**src/rtl/ctrl_pkg.sv**
```systemverilog
// Shared types and encodings for the multicycle sequencer: FSM states, opcodes,
// mux encodings and the decoded opcode class.
package ctrl_pkg;

    typedef enum logic [3:0] {
        StFetch,
        StDecode,
        StExecR,
        StWbR,
        StExecI,
        StWbI,
        StMemAddr,
        StMemRd,
        StMemWb,
        StMemWr,
        StBranch,
        StJump,
        StTrap
    } state_e;

    localparam logic [5:0] OpAnd  = 6'b100000;
    localparam logic [5:0] OpNor  = 6'b100110;
    localparam logic [5:0] OpNot  = 6'b000100;
    localparam logic [5:0] OpRolv = 6'b000000;
    localparam logic [5:0] OpRorv = 6'b000010;
    localparam logic [5:0] OpNori = 6'b001110;
    localparam logic [5:0] OpLw   = 6'b100011;
    localparam logic [5:0] OpSw   = 6'b101011;
    localparam logic [5:0] OpBleu = 6'b010000;
    localparam logic [5:0] OpJr   = 6'b001000;
    localparam logic [5:0] OpJal  = 6'b000011;

    localparam logic [1:0] AluBReg  = 2'b00;
    localparam logic [1:0] AluBImm  = 2'b10;
    localparam logic [1:0] AluBJump = 2'b11;

    localparam logic [1:0] PcPlus4  = 2'b00;
    localparam logic [1:0] PcJal    = 2'b01;
    localparam logic [1:0] PcBranch = 2'b10;
    localparam logic [1:0] PcReg    = 2'b11;

    // Exactly one field is set for any opcode.
    typedef struct packed {
        logic rtype;
        logic itype;
        logic lw;
        logic sw;
        logic bleu;
        logic jr;
        logic jal;
        logic illegal;
    } op_class_t;

endpackage

```
**src/rtl/multicycle_sequencer_if.sv**
```systemverilog
// Control bus between the sequencer (master) and the multicycle datapath (slave).
interface multicycle_sequencer_if #(
    parameter int unsigned CNT_W = 32
);
    logic [5:0]       opcode;
    logic             mem_ready;
    logic             alu_flag;
    logic             mem_req;
    logic             iord;
    logic             ir_write;
    logic             pc_write;
    logic             mem_write;
    logic             reg_write;
    logic             mem_to_reg;
    logic             reg_dst;
    logic             alu_src_a;
    logic [1:0]       alu_src_b;
    logic [1:0]       pc_src;
    logic [4:0]       alu_control;
    logic             illegal;
    logic [CNT_W-1:0] retired;

    modport master (
        input  opcode, mem_ready, alu_flag,
        output mem_req, iord, ir_write, pc_write, mem_write, reg_write, mem_to_reg,
               reg_dst, alu_src_a, alu_src_b, pc_src, alu_control, illegal, retired
    );

    modport slave (
        output opcode, mem_ready, alu_flag,
        input  mem_req, iord, ir_write, pc_write, mem_write, reg_write, mem_to_reg,
               reg_dst, alu_src_a, alu_src_b, pc_src, alu_control, illegal, retired
    );
endinterface

```
**src/rtl/op_decode.sv**
```systemverilog
// Combinational opcode classifier producing a one-hot class vector.
module op_decode
    import ctrl_pkg::*;
(
    input  logic [5:0] opcode,
    output op_class_t  op_class
);

    always_comb begin
        op_class = '0;
        case (opcode)
            OpAnd, OpNor, OpNot, OpRolv, OpRorv: op_class.rtype = 1'b1;
            OpNori:                              op_class.itype = 1'b1;
            OpLw:                                op_class.lw    = 1'b1;
            OpSw:                                op_class.sw    = 1'b1;
            OpBleu:                              op_class.bleu  = 1'b1;
            OpJr:                                op_class.jr    = 1'b1;
            OpJal:                               op_class.jal   = 1'b1;
            default:                             op_class.illegal = 1'b1;
        endcase
    end

endmodule

```
**src/rtl/multicycle_sequencer.sv**
```systemverilog
// Multicycle datapath controller: encoded-state FSM with memory stall handshake,
// datapath control decode and a retired-instruction counter.
module multicycle_sequencer
    import ctrl_pkg::*;
#(
    parameter int unsigned CNT_W = 32
) (
    input logic                   clock,
    input logic                   reset,
    multicycle_sequencer_if.master bus
);

    state_e           state_q, state_d;
    logic [5:0]       op_q;
    logic [CNT_W-1:0] retired_q;
    logic             illegal_q;
    logic             retire;
    op_class_t        op_class;

    op_decode u_op_decode (
        .opcode   (bus.opcode),
        .op_class (op_class)
    );

    always_comb begin
        state_d = state_q;
        retire  = 1'b0;
        unique case (state_q)
            StFetch:   if (bus.mem_ready) state_d = StDecode;
            StDecode: begin
                if (op_class.rtype)                    state_d = StExecR;
                else if (op_class.itype)               state_d = StExecI;
                else if (op_class.lw || op_class.sw)   state_d = StMemAddr;
                else if (op_class.bleu)                state_d = StBranch;
                else if (op_class.jr || op_class.jal)  state_d = StJump;
                else                                   state_d = StTrap;
            end
            StExecR:   state_d = StWbR;
            StExecI:   state_d = StWbI;
            StMemAddr: state_d = (op_q == OpLw) ? StMemRd : StMemWr;
            StMemRd:   if (bus.mem_ready) state_d = StMemWb;
            StMemWr: begin
                if (bus.mem_ready) begin
                    state_d = StFetch;
                    retire  = 1'b1;
                end
            end
            StWbR, StWbI, StMemWb, StBranch, StJump: begin
                state_d = StFetch;
                retire  = 1'b1;
            end
            StTrap:    state_d = StTrap;
            default:   state_d = StFetch;
        endcase
    end

    always_comb begin
        bus.mem_req    = 1'b0;
        bus.iord       = 1'b0;
        bus.ir_write   = 1'b0;
        bus.pc_write   = 1'b0;
        bus.mem_write  = 1'b0;
        bus.reg_write  = 1'b0;
        bus.mem_to_reg = 1'b0;
        bus.reg_dst    = 1'b0;
        bus.alu_src_b  = AluBReg;
        bus.pc_src     = PcPlus4;
        // Gated by reset so no strobe or request escapes while the FSM sits in FETCH.
        if (!reset) begin
            unique case (state_q)
                StFetch: begin
                    bus.mem_req  = 1'b1;
                    bus.ir_write = bus.mem_ready;
                    bus.pc_write = bus.mem_ready;
                end
                StWbR: begin
                    bus.reg_write = 1'b1;
                    bus.reg_dst   = 1'b1;
                end
                StExecI, StMemAddr: bus.alu_src_b = AluBImm;
                StWbI: begin
                    bus.reg_write = 1'b1;
                    bus.alu_src_b = AluBImm;
                end
                StMemRd, StMemWr: begin
                    bus.mem_req   = 1'b1;
                    bus.iord      = 1'b1;
                    bus.alu_src_b = AluBImm;
                    bus.mem_write = (state_q == StMemWr) && bus.mem_ready;
                end
                StMemWb: begin
                    bus.reg_write  = 1'b1;
                    bus.mem_to_reg = 1'b1;
                end
                StBranch: begin
                    bus.pc_src   = PcBranch;
                    bus.pc_write = bus.alu_flag;
                end
                StJump: begin
                    bus.pc_write  = 1'b1;
                    bus.alu_src_b = AluBJump;
                    if (op_q == OpJal) begin
                        bus.pc_src     = PcJal;
                        bus.reg_write  = 1'b1;
                        bus.mem_to_reg = 1'b1;
                    end else begin
                        bus.pc_src = PcReg;
                    end
                end
                default: ;
            endcase
        end
    end

    assign bus.alu_src_a   = 1'b1;
    assign bus.alu_control = op_q[5:1];
    assign bus.illegal     = illegal_q;
    assign bus.retired     = retired_q;

    always_ff @(posedge clock or posedge reset) begin
        if (reset) begin
            state_q   <= StFetch;
            op_q      <= '0;
            retired_q <= '0;
            illegal_q <= 1'b0;
        end else begin
            state_q <= state_d;
            if (state_q == StDecode) op_q <= bus.opcode;
            if (retire) retired_q <= retired_q + CNT_W'(1);
            if (state_d == StTrap) illegal_q <= 1'b1;
        end
    end

endmodule

```
**src/flat_wrapper.sv**
```systemverilog
// flat-port wrapper written by rule: the top's interface ports become plain ports
module multicycle_sequencer_flat import ctrl_pkg::*;
#(
    parameter int unsigned CNT_W = 32
)
  (clock, reset, bus_opcode, bus_mem_ready, bus_alu_flag, bus_mem_req, bus_iord, bus_ir_write, bus_pc_write, bus_mem_write, bus_reg_write, bus_mem_to_reg, bus_reg_dst, bus_alu_src_a, bus_alu_src_b, bus_pc_src, bus_alu_control, bus_illegal, bus_retired);
  multicycle_sequencer_if #(.CNT_W(CNT_W)) bus_i ();
  input logic clock;
  input logic reset;
  input wire logic [$bits(bus_i.opcode)-1:0] bus_opcode;
  input wire logic [$bits(bus_i.mem_ready)-1:0] bus_mem_ready;
  input wire logic [$bits(bus_i.alu_flag)-1:0] bus_alu_flag;
  output wire logic [$bits(bus_i.mem_req)-1:0] bus_mem_req;
  output wire logic [$bits(bus_i.iord)-1:0] bus_iord;
  output wire logic [$bits(bus_i.ir_write)-1:0] bus_ir_write;
  output wire logic [$bits(bus_i.pc_write)-1:0] bus_pc_write;
  output wire logic [$bits(bus_i.mem_write)-1:0] bus_mem_write;
  output wire logic [$bits(bus_i.reg_write)-1:0] bus_reg_write;
  output wire logic [$bits(bus_i.mem_to_reg)-1:0] bus_mem_to_reg;
  output wire logic [$bits(bus_i.reg_dst)-1:0] bus_reg_dst;
  output wire logic [$bits(bus_i.alu_src_a)-1:0] bus_alu_src_a;
  output wire logic [$bits(bus_i.alu_src_b)-1:0] bus_alu_src_b;
  output wire logic [$bits(bus_i.pc_src)-1:0] bus_pc_src;
  output wire logic [$bits(bus_i.alu_control)-1:0] bus_alu_control;
  output wire logic [$bits(bus_i.illegal)-1:0] bus_illegal;
  output wire logic [$bits(bus_i.retired)-1:0] bus_retired;
  assign bus_i.opcode = bus_opcode;
  assign bus_i.mem_ready = bus_mem_ready;
  assign bus_i.alu_flag = bus_alu_flag;
  assign bus_mem_req = bus_i.mem_req;
  assign bus_iord = bus_i.iord;
  assign bus_ir_write = bus_i.ir_write;
  assign bus_pc_write = bus_i.pc_write;
  assign bus_mem_write = bus_i.mem_write;
  assign bus_reg_write = bus_i.reg_write;
  assign bus_mem_to_reg = bus_i.mem_to_reg;
  assign bus_reg_dst = bus_i.reg_dst;
  assign bus_alu_src_a = bus_i.alu_src_a;
  assign bus_alu_src_b = bus_i.alu_src_b;
  assign bus_pc_src = bus_i.pc_src;
  assign bus_alu_control = bus_i.alu_control;
  assign bus_illegal = bus_i.illegal;
  assign bus_retired = bus_i.retired;
  multicycle_sequencer #(.CNT_W(CNT_W)) u_core (.clock(clock), .reset(reset), .bus(bus_i));
endmodule
```
**config.mk**
```make
export PLATFORM = sky130hd
export DESIGN_NAME = multicycle_sequencer_flat
export DESIGN_NICKNAME = d
export VERILOG_FILES = /design/src/rtl/ctrl_pkg.sv /design/src/rtl/multicycle_sequencer_if.sv /design/src/rtl/op_decode.sv /design/src/rtl/multicycle_sequencer.sv /design/src/flat_wrapper.sv
export SDC_FILE = /design/constraint.sdc
export NUM_CORES = 1
export LEC_CHECK = 0
export BUFFER_PORTS_ARGS = -buffer_cell sky130_fd_sc_hd__buf_4
export CELL_PAD_IN_SITES_DETAIL_PLACEMENT = 0
export CELL_PAD_IN_SITES_GLOBAL_PLACEMENT = 1
export CORE_MARGIN = 2
export CORE_UTILIZATION = 40
export CTS_CLUSTER_DIAMETER = 200
export DETAILED_ROUTE_END_ITERATION = 8
export HOLD_SLACK_MARGIN = 0.06
export PLACE_DENSITY = 0.78
export SLEW_MARGIN = 20
export SYNTH_ARGS = -nofsm -noshare
export SYNTH_HDL_FRONTEND = slang
export SYNTH_SLANG_ARGS = --single-unit
```
**constraint.sdc**
```tcl
create_clock -name clock -period 2.4 [get_ports clock]
set_input_delay 0.36 -clock clock [delete_from_list [all_inputs] [get_ports clock]]
set_output_delay 0.36 -clock clock [all_outputs]
set_load 0.02 [all_outputs]
```
==> impl_metrics.tcl <==
set metrics [dict create \
    status "finished, final reports clean" \
    port-buffer-count 59 \
    synthArstFlopShare 1.000 \
    wl_mm 5.675 \
    crit_path_start_kind "flip-flop" \
    required_ns 2.04 \
    critPathCaptureType "primary output" \
    core_sq_um 5956 \
    clk-insertion-delay-late_ns 0.29 \
    synth_fp_nets 263 \
    place_inst 374 \
    start_util 0.4164 \
    crit_type "flip-flop to primary output" \
    hp-class "primary input to asynchronous set/reset pin" \
    crit_chain "nor4bb_2 > nor3b_4 > o21a_1 > o21ai_0 > a21oi_1 > buf_4" \
    instances_no_fill 382 \
    fmax_mhz 447.6 \
    fin_worst_skew_ns 0.01016 \
    r2r_start "u_core.state_q[0]" \
    track_usage 0.1767 \
    antenna_cells 0 \
    switching_power_mw 1.105 \
    die_w_um 82.74 \
    max_slew.worst_pin.slew_ns 0.5501 \
    grt_pass1_vias 1904 \
    avgSynthCellArea_sq_um 9.841 \
    firstDrtPassIters 4 \
    hpwl_mm 4.099 \
    place_congestion 0.8575 \
    internal-power_mw 1.716 \
    slowest_stage "dfrtp_1" \
    ant_nets 0 \
    synthCells 252 \
    rrSetupSlack_ns 0.44 \
    switching_share 0.3916 \
    fin_area_sq_um 3100 \
    p_per_area_nw_per_um2 909.9 \
    finalCritPeriodShare 0.9309 \
    p_seq_frac 0.380 \
    path_buf_inv 1 \
    grt_max_degree 44 \
    htreeDepth 2 \
    nets 317 \
    reg2reg_depth 4 \
    dieArea_sq_um 6846 \
    synth.distinct_cells 53 \
    route.detailed.drc 0 \
    dieHeight_um 82.74 \
    synth_seq_cells 43 \
    setup_viol 0 \
    slew_viol_final 0 \
    cts_hold_buf 0 \
    hold_violations 0 \
    ios 61 \
    synth-edff-count 0 \
    yosysSeqAreaShare 0.4339 \
    crit_family "simple AND/OR/NAND/NOR gates" \
    syn_to_final_growth_pct 25.03 \
    synthFlopType "dfrtp_1" \
    drv_cap 0 \
    cts_buffers 5 \
    maxSlewHeadroom 0.6333 \
    clockBufferDepth 2 \
    crit_path_max_fanout 3 \
    cp.arrival_ns 1.87 \
    worst_r2r_endpoint "u_core.bus.retired[1]" \
    p_leak_nw 1.341 \
    place_area_sq_um 2965 \
    cp_slowest_stage_delay_ns 0.41 \
    syn_area_sq_um 2480 \
    routed-via-count 2050 \
    via_per_inst 5.366 \
    peakVddDrop_mv 0.6978 \
    antenna_found_initial 0 \
    clk_pin_slew_ns 0.08 \
    timing.hold.ws_ns 0.2954 \
    drive_gt1_frac 0.3094 \
    rows 28 \
    overflow 0 \
    period_needed_ns 2.234 \
    cts-root-buf "clkbuf_8" \
    grt_first_pass_wirelength_mm 9.349 \
    cts_sinks 43 \
    first_iter_violations 77 \
    yosysWarnings 0 \
    cts_tree "done" \
    p_clk_frac 0.206 \
    p_comb_frac 0.414 \
    critical_path_depth 6 \
    wl_per_cell_um 14.86 \
]
-- worst reg2reg max path, delay by kind of cell, from the launching register on --
family	cells	cell delay, ns
and+or+nand+nor	1	0.29
DFF	1	0.60
buffers and inverters	1	0.23
muxes	1	0.34
AOI/OAI and AO/OA	1	0.39
-- synth_stat cells, types with 2 or more instances --
| master | instances | area, sq um |
|---|---|---|
| dfrtp_1 | 43 | 1076 |
| xnor2_1 | 25 | 219.0 |
| nand2_1 | 19 | 71.32 |
| nand3_1 | 15 | 75.07 |
| a21oi_1 | 11 | 55.05 |
| clkbuf_1 | 10 | 37.54 |
| nand4_1 | 10 | 62.56 |
| nor2_1 | 9 | 33.78 |
| nor3_1 | 9 | 45.04 |
| inv_1 | 8 | 30.03 |
| o21ai_0 | 8 | 40.04 |
| xor2_1 | 8 | 70.07 |
| buf_4 | 7 | 52.55 |
| mux2_2 | 7 | 78.83 |
| and3_1 | 4 | 25.02 |
| and4_1 | 4 | 35.03 |
| nor4_1 | 4 | 25.02 |
| nor3b_1 | 3 | 22.52 |
| nor4bb_1 | 3 | 30.03 |
| a2111oi_4 | 2 | 55.05 |
| a31oi_1 | 2 | 12.51 |
| and2_1 | 2 | 12.51 |
| and2b_1 | 2 | 15.01 |
| nand2b_1 | 2 | 12.51 |
| nand3b_1 | 2 | 15.01 |
| nor2b_1 | 2 | 12.51 |
| o211ai_1 | 2 | 15.01 |
| o21a_1 | 2 | 15.01 |
| o21ai_2 | 2 | 17.52 |
| o2bb2ai_1 | 2 | 17.52 |
-- layout make-up --
cell class,instances,area (sq um)
Tap cell,75,93.84
Timing Repair Buffer,67,503.0
Clock inverter,2,35.03
Fill cell,568,2855
Multi-Input combinational cell,181,1280
Sequential cell,43,1076
Inverter,8,30.03
Clock buffer,6,82.58
-- power groups by stage --
| stage | Sequential (mW) | Clock (mW) | Combinational [mW] |
|---|---|---|---|
| 3_3_place_gp | 1.07 | 0 | 1.16 |
| 5_1_grt | 1.11 | 0.627 | 1.27 |
| 3_5_place_dp | 1.07 | 0 | 1.17 |
| 6_report | 1.07 | 0.581 | 1.17 |
| 2_1_floorplan | 1.09 | 0 | 0.801 |
| 4_1_cts | 1.06 | 0.595 | 1.17 |
-- per-stage QoR --
step	setup TNS [ns]	util	power (mW)	setup slack, ns
CTS	0	0.5185	2.833	0.1267
detailed placement	0	0.4979	2.245	0.3103
floorplan	0	-	1.892	0.1973
global route	-0.005792	0.5206	3.001	-0.005792
global placement	0	0.4979	2.226	0.3192
finish	0	0.5206	2.821	0.1659
-- logic make-up after synthesis --
group,share of synthesized area
compound gates,0.1221
xor+xnor,0.1166
fa+ha+maj,0.005045
buf+inv,0.05701
flops,0.4339
mux,0.03179
other cells,0.001512
simple gates,0.2321
-- state kept, by name, summed over array words and instances (netlist names) --
signal	flops
u_core.bus.retired	32
u_core.op_q	6
u_core.state_q	4
u_core.bus.illegal	1
-- cell usage in the layout, fill, tap and decap left out, types with 4 or more instances in the layout --
cell and count:
xnor2_1 25, nand3_1 15, nand4_1 10, xor2_1 8, nand2_1 19, and4_1 4, nor3_1 9, a21oi_1 11
and3_1 4, o21ai_0 8, nor2_1 9, buf_4 67, inv_1 8, nor4_1 4, dfrtp_1 43, mux2_2 7
clkbuf_8 6
-- worst max-delay path by stage --
stage,startpoint,endpoint,slack (ns)
final,u_core.op_q[2],bus_reg_write,0.17
after global routing,u_core.op_q[2],bus_reg_write,-0.006
after global placement,u_core.op_q[2],bus_reg_write,0.32
after floorplan,reset,bus_mem_req,0.20
after CTS,u_core.op_q[3],bus_reg_write,0.13
after detailed placement,u_core.op_q[3],bus_reg_write,0.31
-- per-layer routing --
metal  global-route usage  vias to the layer above  part of all wire  wire, um
li1                     -                     1002                 -         -
met4              0.03934                        0            0.0090        51
met1               0.2536                     1005              0.47      2690
met2               0.2782                       39              0.47      2692
met3              0.03261                        4             0.042       241
met5                    0                        -                 0         0
-- repair_timing --
item,4_1_cts,5_1_grt
resized for setup,1,2
endpoints found under the setup margin,1,2
buffers inserted,0,0
endpoints found under the hold margin,0,0
Note: power is estimated with default switching activity, not from simulation.
